$ cat config.mk
export PLATFORM = sky130hd
export DESIGN_NAME = acc_cpu_gen2
export DESIGN_NICKNAME = d
export VERILOG_FILES = /design/src/rtl/acc_cpu_gen2.sv
export SDC_FILE = /design/constraint.sdc
export NUM_CORES = 1
export LEC_CHECK = 0
export CAP_MARGIN = 20
export CORE_MARGIN = 4
export CORE_UTILIZATION = 55
export CTS_CLUSTER_DIAMETER = 40
export CTS_CLUSTER_SIZE = 16
export DETAILED_ROUTE_END_ITERATION = 10
export PLACE_DENSITY = 0.76
export SLEW_MARGIN = 25
export SYNTH_ARGS = -nofsm -noshare
export SYNTH_HDL_FRONTEND = slang
export SYNTH_SLANG_ARGS = --single-unit
$ cat constraint.sdc
create_clock -name clk -period 5 [get_ports clk]
set_clock_uncertainty 0.15 [all_clocks]
set_input_delay 1 -clock clk [delete_from_list [all_inputs] [get_ports clk]]
set_output_delay 1 -clock clk [all_outputs]
set_load 0.02 [all_outputs]
$ cat src/rtl/acc_cpu_gen2.sv
// acc_cpu_gen2 -- multi-cycle accumulator CPU with a request/acknowledge memory port.
// Instruction word: opcode [15:12], mode [11:10], operand [9:0].
// Optional feature: define ACC_CPU_GEN2_CALL_EN to enable CALL/RET and the return
// stack. Without it, opcodes C and D trap and no stack storage exists.
module acc_cpu_gen2 #(
  parameter int WIDTH       = 16,
  parameter int ADDR_W      = 16,
  parameter int STACK_DEPTH = 4
) (
  input  logic              clk,
  input  logic              rst,
  input  logic              step,
  input  logic              run,
  output logic              busy,
  output logic              halt,
  output logic              trap,
  output logic [7:0]        data_out,
  output logic              mem_req,
  output logic              mem_we,
  output logic [ADDR_W-1:0] mem_addr,
  output logic [WIDTH-1:0]  mem_wdata,
  input  logic [WIDTH-1:0]  mem_rdata,
  input  logic              mem_ack
);

  typedef enum logic [2:0] {
    S_IDLE, S_FETCH, S_DECODE, S_OPER, S_PTR, S_WRITE, S_HALT, S_TRAP
  } state_t;

  localparam logic [3:0] OP_NOP = 4'h0, OP_LOAD = 4'h1, OP_STORE = 4'h2, OP_ADD = 4'h3,
                         OP_SUB = 4'h4, OP_AND = 4'h5, OP_OR = 4'h6, OP_XOR = 4'h7,
                         OP_NOT = 4'h8, OP_BR = 4'h9, OP_IF = 4'hA, OP_OUT = 4'hB,
                         OP_CALL = 4'hC, OP_RET = 4'hD, OP_HALT = 4'hE;

  state_t              state_q, state_d;
  logic [ADDR_W-1:0]   pc_q, pc_d;
  logic [WIDTH-1:0]    accum_q, accum_d;
  logic                z_q, z_d, c_q, c_d, skip_q, skip_d;
  logic [7:0]          data_out_q, data_out_d;
  logic                mem_req_q, mem_req_d, mem_we_q, mem_we_d;
  logic [ADDR_W-1:0]   mem_addr_q, mem_addr_d;
  logic [WIDTH-1:0]    mem_wdata_q, mem_wdata_d;
  logic [15:0]         ir_q, ir_d;

  // ALU: returns {carry/borrow, result}; carry is passed through for logic ops
  function automatic logic [WIDTH:0] alu(input logic [3:0] op, input logic [WIDTH-1:0] a,
                                         input logic [WIDTH-1:0] b, input logic c_in);
    logic [WIDTH:0] r;
    r = {c_in, a};
    case (op)
      OP_LOAD: r = {c_in, b};
      OP_ADD:  r = {1'b0, a} + {1'b0, b};
      OP_SUB:  r = {(a < b), a - b};
      OP_AND:  r = {c_in, a & b};
      OP_OR:   r = {c_in, a | b};
      OP_XOR:  r = {c_in, a ^ b};
      OP_NOT:  r = {c_in, ~a};
      default: r = {c_in, a};
    endcase
    return r;
  endfunction

  // Zero-extend the 10-bit operand to a memory address
  function automatic logic [ADDR_W-1:0] opnd_addr(input logic [9:0] o);
    logic [ADDR_W+9:0] t;
    t = {{ADDR_W{1'b0}}, o};
    return t[ADDR_W-1:0];
  endfunction

  // Fit a data word (indirect pointer) to the address width
  function automatic logic [ADDR_W-1:0] data_addr(input logic [WIDTH-1:0] d);
    logic [ADDR_W+WIDTH-1:0] t;
    t = {{ADDR_W{1'b0}}, d};
    return t[ADDR_W-1:0];
  endfunction

  logic [3:0]               op;
  logic [1:0]               mode;
  logic [9:0]               opnd;
  logic                     uses_operand;
  logic [WIDTH-1:0]         rhs;
  logic [WIDTH:0]           alu_out;
  logic signed [ADDR_W-1:0] br_off;
  logic                     cond;
  logic [ADDR_W-1:0]        pc_inc;

  assign op           = ir_q[15:12];
  assign mode         = ir_q[11:10];
  assign opnd         = ir_q[9:0];
  assign uses_operand = (op >= OP_LOAD) && (op <= OP_XOR);
  assign rhs          = (state_q == S_OPER) ? mem_rdata : {{(WIDTH-10){1'b0}}, opnd};
  assign alu_out      = alu(op, accum_q, rhs, c_q);
  assign br_off       = {{(ADDR_W-10){opnd[9]}}, opnd};
  assign pc_inc       = pc_q + ADDR_W'(1);

  // IF condition: 0 Z=0, 1 Z=1, 2 C=0, 3 C=1
  always_comb begin
    case (opnd[1:0])
      2'd0:    cond = !z_q;
      2'd1:    cond = z_q;
      2'd2:    cond = !c_q;
      default: cond = c_q;
    endcase
  end

`ifdef ACC_CPU_GEN2_CALL_EN
  localparam int SP_W  = $clog2(STACK_DEPTH + 1);
  localparam int IDX_W = (STACK_DEPTH > 1) ? $clog2(STACK_DEPTH) : 1;
  logic [SP_W-1:0]   sp_q, sp_d, sp_m1;
  logic [ADDR_W-1:0] stack_q [STACK_DEPTH];
  logic              push;
  assign sp_m1 = sp_q - SP_W'(1);
`else
  logic unused_depth;
  assign unused_depth = (STACK_DEPTH > 0);
`endif

  // Next-state, datapath and memory-request logic
  always_comb begin
    state_d     = state_q;
    pc_d        = pc_q;
    accum_d     = accum_q;
    z_d         = z_q;
    c_d         = c_q;
    skip_d      = skip_q;
    data_out_d  = data_out_q;
    mem_req_d   = mem_req_q;
    mem_we_d    = mem_we_q;
    mem_addr_d  = mem_addr_q;
    mem_wdata_d = mem_wdata_q;
    ir_d        = ir_q;
`ifdef ACC_CPU_GEN2_CALL_EN
    sp_d        = sp_q;
    push        = 1'b0;
`endif
    case (state_q)
      S_IDLE: if (step || run) begin
        state_d    = S_FETCH;
        mem_req_d  = 1'b1;
        mem_we_d   = 1'b0;
        mem_addr_d = pc_q;
      end
      S_FETCH: if (mem_req_q && mem_ack) begin
        ir_d      = mem_rdata[15:0];
        mem_req_d = 1'b0;
        state_d   = S_DECODE;
      end
      S_DECODE: begin
        if (skip_q) begin
          skip_d  = 1'b0;
          pc_d    = pc_inc;
          state_d = S_IDLE;
        end else if (uses_operand && mode == 2'd3) begin
          state_d = S_TRAP;
        end else begin
          case (op)
            OP_NOP: begin
              pc_d    = pc_inc;
              state_d = S_IDLE;
            end
            OP_LOAD, OP_ADD, OP_SUB, OP_AND, OP_OR, OP_XOR: begin
              if (mode == 2'd0) begin
                accum_d = alu_out[WIDTH-1:0];
                c_d     = alu_out[WIDTH];
                z_d     = (alu_out[WIDTH-1:0] == '0);
                pc_d    = pc_inc;
                state_d = S_IDLE;
              end else begin
                mem_req_d  = 1'b1;
                mem_we_d   = 1'b0;
                mem_addr_d = opnd_addr(opnd);
                state_d    = (mode == 2'd1) ? S_OPER : S_PTR;
              end
            end
            OP_STORE: begin
              if (mode == 2'd0) begin
                state_d = S_TRAP;
              end else begin
                mem_req_d   = 1'b1;
                mem_we_d    = (mode == 2'd1);
                mem_addr_d  = opnd_addr(opnd);
                mem_wdata_d = accum_q;
                state_d     = (mode == 2'd1) ? S_WRITE : S_PTR;
              end
            end
            OP_NOT: begin
              accum_d = alu_out[WIDTH-1:0];
              z_d     = (alu_out[WIDTH-1:0] == '0);
              pc_d    = pc_inc;
              state_d = S_IDLE;
            end
            OP_BR: begin
              pc_d    = pc_inc + br_off;
              state_d = S_IDLE;
            end
            OP_IF: begin
              skip_d  = !cond;
              pc_d    = pc_inc;
              state_d = S_IDLE;
            end
            OP_OUT: begin
              data_out_d = accum_q[7:0];
              pc_d       = pc_inc;
              state_d    = S_IDLE;
            end
            OP_HALT: state_d = S_HALT;
`ifdef ACC_CPU_GEN2_CALL_EN
            OP_CALL: begin
              if (sp_q == SP_W'(STACK_DEPTH)) begin
                state_d = S_TRAP;
              end else begin
                push    = 1'b1;
                sp_d    = sp_q + SP_W'(1);
                pc_d    = opnd_addr(opnd);
                state_d = S_IDLE;
              end
            end
            OP_RET: begin
              if (sp_q == '0) begin
                state_d = S_TRAP;
              end else begin
                sp_d    = sp_m1;
                pc_d    = stack_q[sp_m1[IDX_W-1:0]];
                state_d = S_IDLE;
              end
            end
`endif
            default: state_d = S_TRAP;
          endcase
        end
      end
      S_PTR: if (mem_req_q && mem_ack) begin
        mem_req_d  = 1'b0;
        mem_addr_d = data_addr(mem_rdata);
        if (op == OP_STORE) begin
          mem_we_d    = 1'b1;
          mem_wdata_d = accum_q;
          state_d     = S_WRITE;
        end else begin
          state_d = S_OPER;
        end
      end
      S_OPER: begin
        if (!mem_req_q) begin
          mem_req_d = 1'b1;
        end else if (mem_ack) begin
          accum_d   = alu_out[WIDTH-1:0];
          c_d       = alu_out[WIDTH];
          z_d       = (alu_out[WIDTH-1:0] == '0);
          mem_req_d = 1'b0;
          pc_d      = pc_inc;
          state_d   = S_IDLE;
        end
      end
      S_WRITE: begin
        if (!mem_req_q) begin
          mem_req_d = 1'b1;
        end else if (mem_ack) begin
          mem_req_d = 1'b0;
          mem_we_d  = 1'b0;
          pc_d      = pc_inc;
          state_d   = S_IDLE;
        end
      end
      default: state_d = state_q;
    endcase
  end

  // Architectural state and memory-port registers, cleared asynchronously
  always_ff @(posedge clk or posedge rst) begin
    if (rst) begin
      state_q     <= S_IDLE;
      pc_q        <= '0;
      accum_q     <= '0;
      z_q         <= 1'b0;
      c_q         <= 1'b0;
      skip_q      <= 1'b0;
      data_out_q  <= '0;
      mem_req_q   <= 1'b0;
      mem_we_q    <= 1'b0;
      mem_addr_q  <= '0;
      mem_wdata_q <= '0;
`ifdef ACC_CPU_GEN2_CALL_EN
      sp_q        <= '0;
`endif
    end else begin
      state_q     <= state_d;
      pc_q        <= pc_d;
      accum_q     <= accum_d;
      z_q         <= z_d;
      c_q         <= c_d;
      skip_q      <= skip_d;
      data_out_q  <= data_out_d;
      mem_req_q   <= mem_req_d;
      mem_we_q    <= mem_we_d;
      mem_addr_q  <= mem_addr_d;
      mem_wdata_q <= mem_wdata_d;
`ifdef ACC_CPU_GEN2_CALL_EN
      sp_q        <= sp_d;
`endif
    end
  end

  // Instruction register: pure data, always loaded before it is decoded
  always_ff @(posedge clk) begin
    ir_q <= ir_d;
  end

`ifdef ACC_CPU_GEN2_CALL_EN
  // Return stack: push the return address on CALL
  always_ff @(posedge clk) begin
    if (push) stack_q[sp_q[IDX_W-1:0]] <= pc_inc;
  end
`endif

  assign busy      = !(state_q == S_IDLE || state_q == S_HALT || state_q == S_TRAP);
  assign halt      = (state_q == S_HALT);
  assign trap      = (state_q == S_TRAP);
  assign data_out  = data_out_q;
  assign mem_req   = mem_req_q;
  assign mem_we    = mem_we_q;
  assign mem_addr  = mem_addr_q;
  assign mem_wdata = mem_wdata_q;

endmodule
# Yosys cells after proc, flatten, opt, wreduce, memory -nomap -nowiden
# Index checks and enable logic that the tools add are counted.
op_classes:
  n_addsub: 4
  order_cmp: 3
  n_eq_ne: 49
  mux: 82
  bitwise: 6
  n_reduce_logical: 38
ops:
  columns: ["op", "count"]
  rows:
  - ["16-bit 2-to-1 mux", 23]
  - ["16-bit one-hot mux with 2 select lines", 4]
  - ["17-bit one-hot mux with 7 select lines", 1]
  - ["16-bit one-hot mux with 3 select lines", 2]
  - ["7-bit AND reduction", 5]
  - ["1-bit 2-to-1 mux", 32]
  - ["3-bit 2-to-1 mux", 10]
  - ["2-bit inequality test (second input constant)", 14]
  - ["4-bit == test (second input constant)", 5]
  - ["16-bit by 16-bit adder with 17-bit output", 1]
  - ["16-bit by 1-bit adder with 16-bit output (second input constant)", 1]
  - ["16-bit adder", 1]
  - ["16-bit AND", 1]
  - ["4-bit by 3-bit == test with 1-bit output (second input constant)", 4]
  - ["16-bit logical NOT", 1]
  - ["16-bit less-than comparator", 1]
  - ["16-bit inverter", 1]
  - ["16-bit bitwise OR", 1]
  - ["16-bit subtractor", 1]
  - ["16-bit bitwise XOR", 1]
  - ["3-bit one-hot mux with 5 select lines", 1]
  - ["3-bit == test (second input constant)", 4]
  - ["3-bit inequality test (second input constant)", 4]
  - ["3-bit one-hot mux with 4 select lines", 1]
  - ["other kinds (37)", 62]
word_totals:
  register_bits: 96
  input_bits: 21
  out_inout_bits: 45

# Depth between registers and ports, before layout
logic_depth:
  ltp_word: 10
  depth_mapped: 17
  depth_no_buf: 15

# Least setup slack after synthesis
# OpenSTA, ideal clock, no wires.
synth_timing:
  path_type: "in2reg"
  startpoint: "in mem_rdata[0]"
  endpoint: "reg z_q"
  setup_time_ns: 0.066
  t_arrival_ns: 3.591
  path_slack_ns: 1.193
  cell_stages: 13
  cell_sequence: "mux2i_1 inv_1 ha_1 fa_1 o21bai_1 a211oi_1 a21o_1 o32ai_1 nor4_1 o32a_2 nor4_2 o2111ai_1 nand2_1"
synth_via:
  elab_chain_cells: 9
synth_rtl:
  columns: ["item", "line_no", "text"]
  rows:
  - ["from (decl)", "22", "input logic [WIDTH-1:0] mem_rdata,"]
  - ["16-bit 2-to-1 mux *", "91", "assign rhs = (state_q == S_OPER) ? mem_rdata : {{(WIDTH-10){1'b0}}, opnd};"]
  - ["16-bit subtractor (tied with other cells)", "53", "OP_SUB: r = {(a < b), a - b};"]
  - ["17-bit one-hot mux with 7 select lines *", "50", "case (op)"]
  - ["16-bit logical NOT *", "165, 188, 249", null]
  - ["1-bit 2-to-1 mux", "162", "if (mode == 2'd0) begin"]
  - ["1-bit one-hot mux with 2 select lines", "156", "case (op)"]
  - ["1-bit 2-to-1 mux", "153", "end else if (uses_operand && mode == 2'd3) begin"]
  - ["1-bit 2-to-1 mux", "149", "if (skip_q) begin"]
  - ["1-bit one-hot mux with 2 select lines *", "136", "case (state_q)"]
  - ["to (signal assigned)", "290", "z_q <= z_d;"]
  - ["to (decl)", "38", "logic z_q, z_d, c_q, c_d, skip_q, skip_d;"]
# Every way passes the cells marked *; elsewhere a longest branch is shown, timed or not. The select of a mux whose other input is x is not followed.
# A chain may end at the register's enable or synchronous reset.

# Worst setup path in the final report
# Same ends and word-level chain as after synthesis.

==> reports/results.tsv <==
stage	metric	value	unit
layout	fraction of layout cells with a size suffix above 1	0.09765	
global_route	pin count of the biggest net entering global routing	50	
job	Max-Cap Viols	0	
logic_synthesis	post-synthesis sequential area ratio	0.2828	
logic_synthesis	most frequent cell after synthesis	nand2_1	
sta	Final Max Slew Viols	0	
routing	ANT nets after route	0	
global_route	first-pass GRT wire length	40.85	mm
power_and_ir_drop	Static Leakage	4.195	nW
clocking	total CTS buffers	9	
clocking	htree depth	3	
layout	finished layout cell area	9803	µm²
setup_path	worst r2r dst	z_q$_DFFE_PP0P_	
logic_synthesis	async set-reset flop share out of synthesis	0.8333	
routing	via count	8274	
die	IO Pins	66	
hold_path	Endpoint, Worst Hold	mem_addr[10]$_DFFE_PP0P_	
routing	WL per Instance	19.67	µm
clocking	clock buffer depth	2	
logic_synthesis	Yosys top cell area share	0.2281	
routing	drt first-iter violations	834	
die	Die W	134.3	µm
global_route	initial antenna violation count	0	
logic_synthesis	top cells by area, synth	dfrtp_1, ha_1, edfxtp_1	
logic_synthesis	EDFF count, synth	16	
hold_path	Hold Startpoint	mem_addr[10]$_DFFE_PP0P_	
logic_synthesis	Cell Area, Synth	8778	µm²
die	# rows	45	
sta	RSZ-0062 raised after global routing	no	
outcome	status	complete, no violations	
logic_synthesis	post-synthesis cell type count	103	
global_route	number of global-route vias before repair	7736	
sta	Final Critical Period	4.471	ns
power_and_ir_drop	PD cells	611.1	nW/µm²
logic_synthesis	Gate Count Post-Synth	1027	
clocking	clk slew on worst S/H paths	0.07	ns
sta	final count of hold timing violations	0	
sta	Fmax	223.7	MHz
clocking	Sinks on Clock Net	96	
setup_path	reg-to-reg setup timing slack	0.84	ns
routing	DRC	0	
setup_path	Setup crit end kind	flip-flop	
hold_path	Hold WC Path Type	flip-flop to flip-flop	
die	Die Y	134.3	µm
placed_design	routability cong.	0.9336	
routing	Avg Vias per Cell	6.484	
logic_synthesis	Yosys top cell by area	dfrtp_1	
clocking	setup bufs post-CTS	0	
logic_synthesis	Synth top cells by count	nand2_1, dfrtp_1, a21oi_1	
die	die area	18050	µm²
clocking	worst skew pair latency	0.36	ns
routing	Initial DRT Pass Iterations	5	
sta	slew margin rel.	0.3329	
clocking	CTS tree	yes	
global_route	GRT Total Usage	0.2793	
logic_synthesis	Seq cells post-synth	96	
logic_synthesis	Main synth FF type	dfrtp_1	
placed_design	Placed Area	9499	µm²
setup_path	Critical Path Source Type	primary input	
logic_synthesis	Ys Warns	0	
clocking	post-CTS sizing	0	
setup_path	Critical Path RT	5.15	ns
layout	Area growth syn-to-layout	11.67	%
hold_path	hold path depth	2	
setup_path	Worst R2R Start	state_q[1]$_DFFE_PP0P_	
clocking	Root Buffer	clkbuf_16	
setup_path	Crit Path Max Fanout	5	
setup_path	crit path DAT	4.62	ns
die	starting density of the core	0.5690	
global_route	Overflow after GRT	0	
sta	crit share post-route	0.8942	
logic_synthesis	syn_area_per_cell	8.548	µm²
setup_path	Reg2Reg Depth	15	
sta	final setup TNS	0	ns
routing	drt total wl	25.10	mm
power_and_ir_drop	IR drop worst, VDD	0.0003594	V
placed_design	post-DP HPWL	18.19	mm
sta	Worst Tran Pin Value	1.001	ns
die	core area	15430	µm²
placed_design	IO Port Bufs	65	
sta	final setup vio count	0	
clocking	CTS Hold Bufs	0	
layout	antenna cell count	0	
layout	nets@finish	1156	
logic_synthesis	Post-Syn Nets	1123	
setup_path	CP Class	primary input to flip-flop	
==> layer usage <==
layer | global-route usage | wire length, µm | vias to the layer above
met5 | 0 | 0 | -
met4 | 0.1001 | 595 | 0
met3 | 0.04689 | 2245 | 44
met2 | 0.4249 | 11240 | 417
met1 | 0.4016 | 11020 | 3955
li1 | - | - | 3858
==> worst max-delay path, stage by stage <==
cell and delay, ns:
clkdlybuf4s50_1 0.46, mux2i_1 0.28, inv_1 0.12, ha_1 0.22, fa_1 0.41, o21bai_1 0.28, a211oi_1 0.12, a21o_1 0.23
o32ai_1 0.56, nor4_1 0.09, o32a_2 0.40, nor4_2 0.21, o2111ai_1 0.15, nand2_1 0.09
==> registers in the layout, indices dropped and copies added, names as in the netlist <==
register / count
skip_q: 1
state_q: 3
mem_wdata: 16
z_q: 1
data_out: 8
ir_q: 16
accum_q: 16
c_q: 1
mem_req: 1
mem_addr: 16
mem_we: 1
pc_q: 16
==> placed cells by master (no fill, tap or decap), types with 5 or more instances in the layout <==
master           Yosys  final
a311oi_1             7      7
buf_4                8     25
dfrtp_1             80     80
a211oi_1            11     11
o21bai_1             6      6
mux2_2              18     18
or3_1                6      6
o211ai_1             8      8
o22a_1               5      5
mux2i_1             14     14
or2_2                5      5
xnor2_1             15     15
nor3_1              26     25
mux2_1              11     11
a21o_1              11     11
a31oi_1             11     11
a21oi_1             75     75
nand3b_1             5      5
o32a_1               5      5
o22ai_1             20     20
o21ai_1             13     13
nand2_1             91     91
ha_1                72     72
clkbuf_16            0      9
and3_1              14     14
o221ai_1             5      5
xor2_1              17     17
nand2b_1             9      9
nor2b_1             16     16
nand4_1              6      6
nand3_1             26     26
o31ai_1              7      7
nor2_1              70     70
a22o_1              14     14
clkdlybuf4s50_1      0     65
a22oi_1             24     24
inv_1               52     51
edfxtp_1            16     16
o21ai_0             62     62
==> worst max-delay path by stage <==
stage	endpoint	start	slack, ns
after global placement	z_q$_DFFE_PP0P_	mem_rdata[0]	0.35
after CTS	z_q$_DFFE_PP0P_	mem_rdata[0]	0.55
after global routing	z_q$_DFFE_PP0P_	mem_rdata[0]	0.27
after detailed placement	z_q$_DFFE_PP0P_	mem_rdata[0]	0.19
after floorplan	z_q$_DFFE_PP0P_	mem_rdata[0]	1.19
final	z_q$_DFFE_PP0P_	mem_rdata[0]	0.53
==> kinds of logic (layout without fill, tap and decap cells) <==
logic type / Yosys count / count (layout) / synth area share
AO/OA/AOI/OAI: 343 / 343 / 0.2684
multiplexers: 43 / 43 / 0.05316
XOR/XNOR: 32 / 32 / 0.03193
flip-flops: 96 / 96 / 0.2828
AND/OR/NAND/NOR: 316 / 316 / 0.1857
buffers and inverters: 122 / 160 / 0.06856
adder cells (fa/ha/maj): 75 / 75 / 0.1095
==> final cells by class <==
type / instances / area, µm²
clock buffers: 10 / 239.0
clock inverters: 6 / 50.05
fillers: 1360 / 5624
inverters: 54 / 203.9
multi-input cells: 809 / 5725
flip-flops and latches: 96 / 2482
well taps: 211 / 264.0
repair buffers: 90 / 838.3
==> power breakdown <==
group          switching, mW  total (mW)  internal [mW]
clock network          0.332       0.691          0.358
logic                   2.29        3.88           1.60
registers              0.330        1.42           1.09
total                   2.95        5.99           3.04
==> stage by stage <==
step	total power [mW]	hold WS [ns]	std cells	util	setup WS, ns
3_3_place_gp	5.171	0.3134	1260	0.6157	0.3525
6_report	5.990	0.3296	1276	0.6354	0.5291
4_1_cts	5.935	0.3367	1276	0.6345	0.5468
5_1_grt	6.465	0.3548	1276	0.6354	0.2676
2_1_floorplan	4.203	0.2872	1027	-	1.193
3_5_place_dp	5.224	0.3209	1260	0.6157	0.1889
Note: power is estimated with default switching activity, not from simulation.
==> variant, RTL diff (same settings) <==
Take the reset off `pc_q`, `data_out_q`, `mem_addr_q` and `mem_wdata_q` and load them in a clocked block of their own.
--- a/src/rtl/acc_cpu_gen2.sv
+++ b/src/rtl/acc_cpu_gen2.sv
@@ -271,14 +271,10 @@
     if (rst) begin
       state_q     <= S_IDLE;
-      pc_q        <= '0;
       accum_q     <= '0;
       z_q         <= 1'b0;
       c_q         <= 1'b0;
       skip_q      <= 1'b0;
-      data_out_q  <= '0;
       mem_req_q   <= 1'b0;
       mem_we_q    <= 1'b0;
-      mem_addr_q  <= '0;
-      mem_wdata_q <= '0;
 `ifdef ACC_CPU_GEN2_CALL_EN
       sp_q        <= '0;
@@ -286,18 +282,21 @@
     end else begin
       state_q     <= state_d;
-      pc_q        <= pc_d;
       accum_q     <= accum_d;
       z_q         <= z_d;
       c_q         <= c_d;
       skip_q      <= skip_d;
-      data_out_q  <= data_out_d;
       mem_req_q   <= mem_req_d;
       mem_we_q    <= mem_we_d;
-      mem_addr_q  <= mem_addr_d;
-      mem_wdata_q <= mem_wdata_d;
 `ifdef ACC_CPU_GEN2_CALL_EN
       sp_q        <= sp_d;
 `endif
     end
+  end
+
+  always_ff @(posedge clk) begin
+    pc_q        <= pc_d;
+    data_out_q  <= data_out_d;
+    mem_addr_q  <= mem_addr_d;
+    mem_wdata_q <= mem_wdata_d;
   end
 
Formal check against the unedited RTL: differs if rst is asserted again (counterexample within 4 cycles, from zero or initial values and one cycle with rst high); with rst held inactive, the same outputs for 4 cycles.
==> variant against the unedited design <==
Count of clock-buffer cells in the layout fell by 1. Synthesized cell count fell by 8.5%. Setup slack got worse by 0.24 ns. Die area fell by 5.4%. Power fell by 3.7%. Sequential cell count did not move. Register-to-register slack got worse by 0.51 ns. Synthesized area fell by 5.8%. Routed wire length rose by 0.68%. Final area fell by 2.3%. Critical path type unchanged. Highest routed layer unchanged.
==> variant: results (changes against the unedited design) <==
Clocking:
- The clock tree buffer depth came to 2 (unchanged).
- The cell sitting at the root of the clock tree is a sky130_fd_sc_hd__clkbuf_16.
- The number of cells upsized or downsized after cts is 0 (unchanged).
- The clock buffer count from CTS is 9 (unchanged).
- The CTS clock-pin slew for the worst setup and hold paths was 0.07 ns (about the same).
- The clock latency on the worst-skew pair was 0.36 ns (about the same).
- The total number of H-tree levels was 3 (unchanged).
- The buffers inserted during post-CTS setup optimization is 0 (unchanged).

Routing:
- The detailed-route wire length is 25,300 um (+0.68%).
- The remaining routing DRC violations came to 0 (unchanged).
- The average vias per placed instance is 6.48 (about the same).
- The number of iterations in the first detailed-routing pass was 6 (+1).
- The DRC marker count from the first detailed-route iteration is 1,191 (+43%).

Worst setup path:
- The slowest library cell on the worst path is sky130_fd_sc_hd__or4_1.
- The stage delay of the slowest cell on the critical path was 0.50 ns (-0.06 ns).
- The kind of cell with the highest combined delay along the critical path is compound AO/OA/AOI/OAI gates.
- The arrival time reported for the critical path endpoint is 4.83 ns (+0.21 ns).
- The maximum net fanout on the critical path is 3 (-2).

Min path:
- The type of the most critical hold path is flip-flop to flip-flop.

Global routing:
- The via count of the first global-routing pass is 7,060 (-8.7%).
- The initial antenna violation count came to 0 (unchanged).
- The first-pass GRT wire length was 38,900 um (-4.7%).
- The total routing usage reported by global routing is 29.6% (+1.7 points).
- The maximum number of pins on one net before global-route repair was 50 (unchanged).

Placed design:
- The area of placed instances was 9270 um^2 (-2.4%).
- The half-perimeter wire length after detailed placement came to 18,500 um (+1.9%).
- The worst setup slack after placement was -0.223 ns (-0.412 ns).
- The weighted congestion at the end of routability-driven global placement is 0.979 (+4.9%).
- The total of buffers placed on input and output ports is 65 (unchanged).

Logic synthesis:
- The number of distinct standard cells referenced by the synthesized netlist came to 89 (-14%).
- Sorting the synthesized cells by area gives the leading types as sky130_fd_sc_hd__edfxtp_1 26%, sky130_fd_sc_hd__ha_1 11%, sky130_fd_sc_hd__dfrtp_1 7.3%.
- The number of synthesis warnings was 0 (unchanged).
- The sequential-to-total area share from yosys stat was 33.4% (+5.1 points).
- The post-synthesis async set-or-reset flop share came to 25.0% (-58 points).
- The biggest area contributor in the post-synthesis netlist is sky130_fd_sc_hd__edfxtp_1.
- The post-synthesis cell count is 940 (-8.5%).
- The number of nets produced by synthesis came to 1,036 (-7.7%).
- The number of synthesized flops with an enable pin is 72 (+56).
- By count the netlist is led by 87 x sky130_fd_sc_hd__nor2_1, 81 x sky130_fd_sc_hd__nand2_1, 80 x sky130_fd_sc_hd__a21oi_1.

Layout:
- The net total in the final layout is 1,100 (-4.8%).
- The antenna diode count came to 0 (unchanged).
- The fraction of layout cells with a size suffix above 1 was 10.4% (+0.64 points).
- The number of standard cells in the final layout excluding fillers is 1,193 (-6.5%).

Power and ir drop:
- The leakage component of the power came to 3.81 nW (-9.1%).
- The worst-case vdd ir drop is 0.252 mV (-30%).

STA:
- The slew at the pin closest to its max-slew limit is 1.01 ns (+0.0119 ns).

Outcome:
- The run finished with clean final reports.
==> variant: cell count changes in the layout (fill, tap and decap cells not counted), moves of 15 or more <==
cell,change
sky130_fd_sc_hd__nor2_1,+17
sky130_fd_sc_hd__o21ai_0,-15
sky130_fd_sc_hd__buf_4,+23
sky130_fd_sc_hd__dfrtp_1,-56
sky130_fd_sc_hd__edfxtp_1,+56
==> variant: path summary, 6_finish.rpt <==
check                             start    endpoint  slack (ns)  cells past startpoint
max                        mem_rdata[1]         z_q        0.29                     16
min                                 z_q         z_q        0.38                      2
max reg2reg                  state_q[2]         z_q        0.33                     13
min reg2reg                         z_q         z_q        0.38                      2
max in group asynchronous           rst  accum_q[4]        3.51                      3
min in group asynchronous           rst     mem_req        0.88                      3
==> variant: per-layer routing <==
layer  vias up  track usage [%]  wire (um)  share of wire, %
met3        59             4.55       2450               9.7
met5         -                0          0                 0
met2       438             44.6      11200                44
met1      3637             43.4      10900                43
met4         0             10.5        753               3.0
li1       3596                -          -                 -
==> variant: area by class of cell <==
class | count | area (um^2)
multi-input cells | 727 | 5060
fillers | 1206 | 5070
inverters | 57 | 214
flip-flops and latches | 96 | 2760
clock inverters | 7 | 68.8
well taps | 184 | 230
clock buffers | 9 | 225
repair buffers | 113 | 1010
==> variant: where the power goes <==
| group | switching (mW) | leakage (nW) | internal, mW |
|---|---|---|---|
| Clock | 0.319 | 0.146 | 0.389 |
| Sequential | 0.255 | 0.959 | 1.17 |
| Combinational | 2.17 | 2.71 | 1.46 |
==> variant: cells by family (layout without fill, tap and decap cells) <==
group,count (synthesis),in the layout,share of synthesized area (%)
compound gates,288,288,23.8
xor+xnor,38,38,4.02
fa+ha+maj,75,75,11.6
buf+inv,117,186,5.97
flops,96,96,33.4
mux,27,27,3.57
simple gates,299,299,17.6
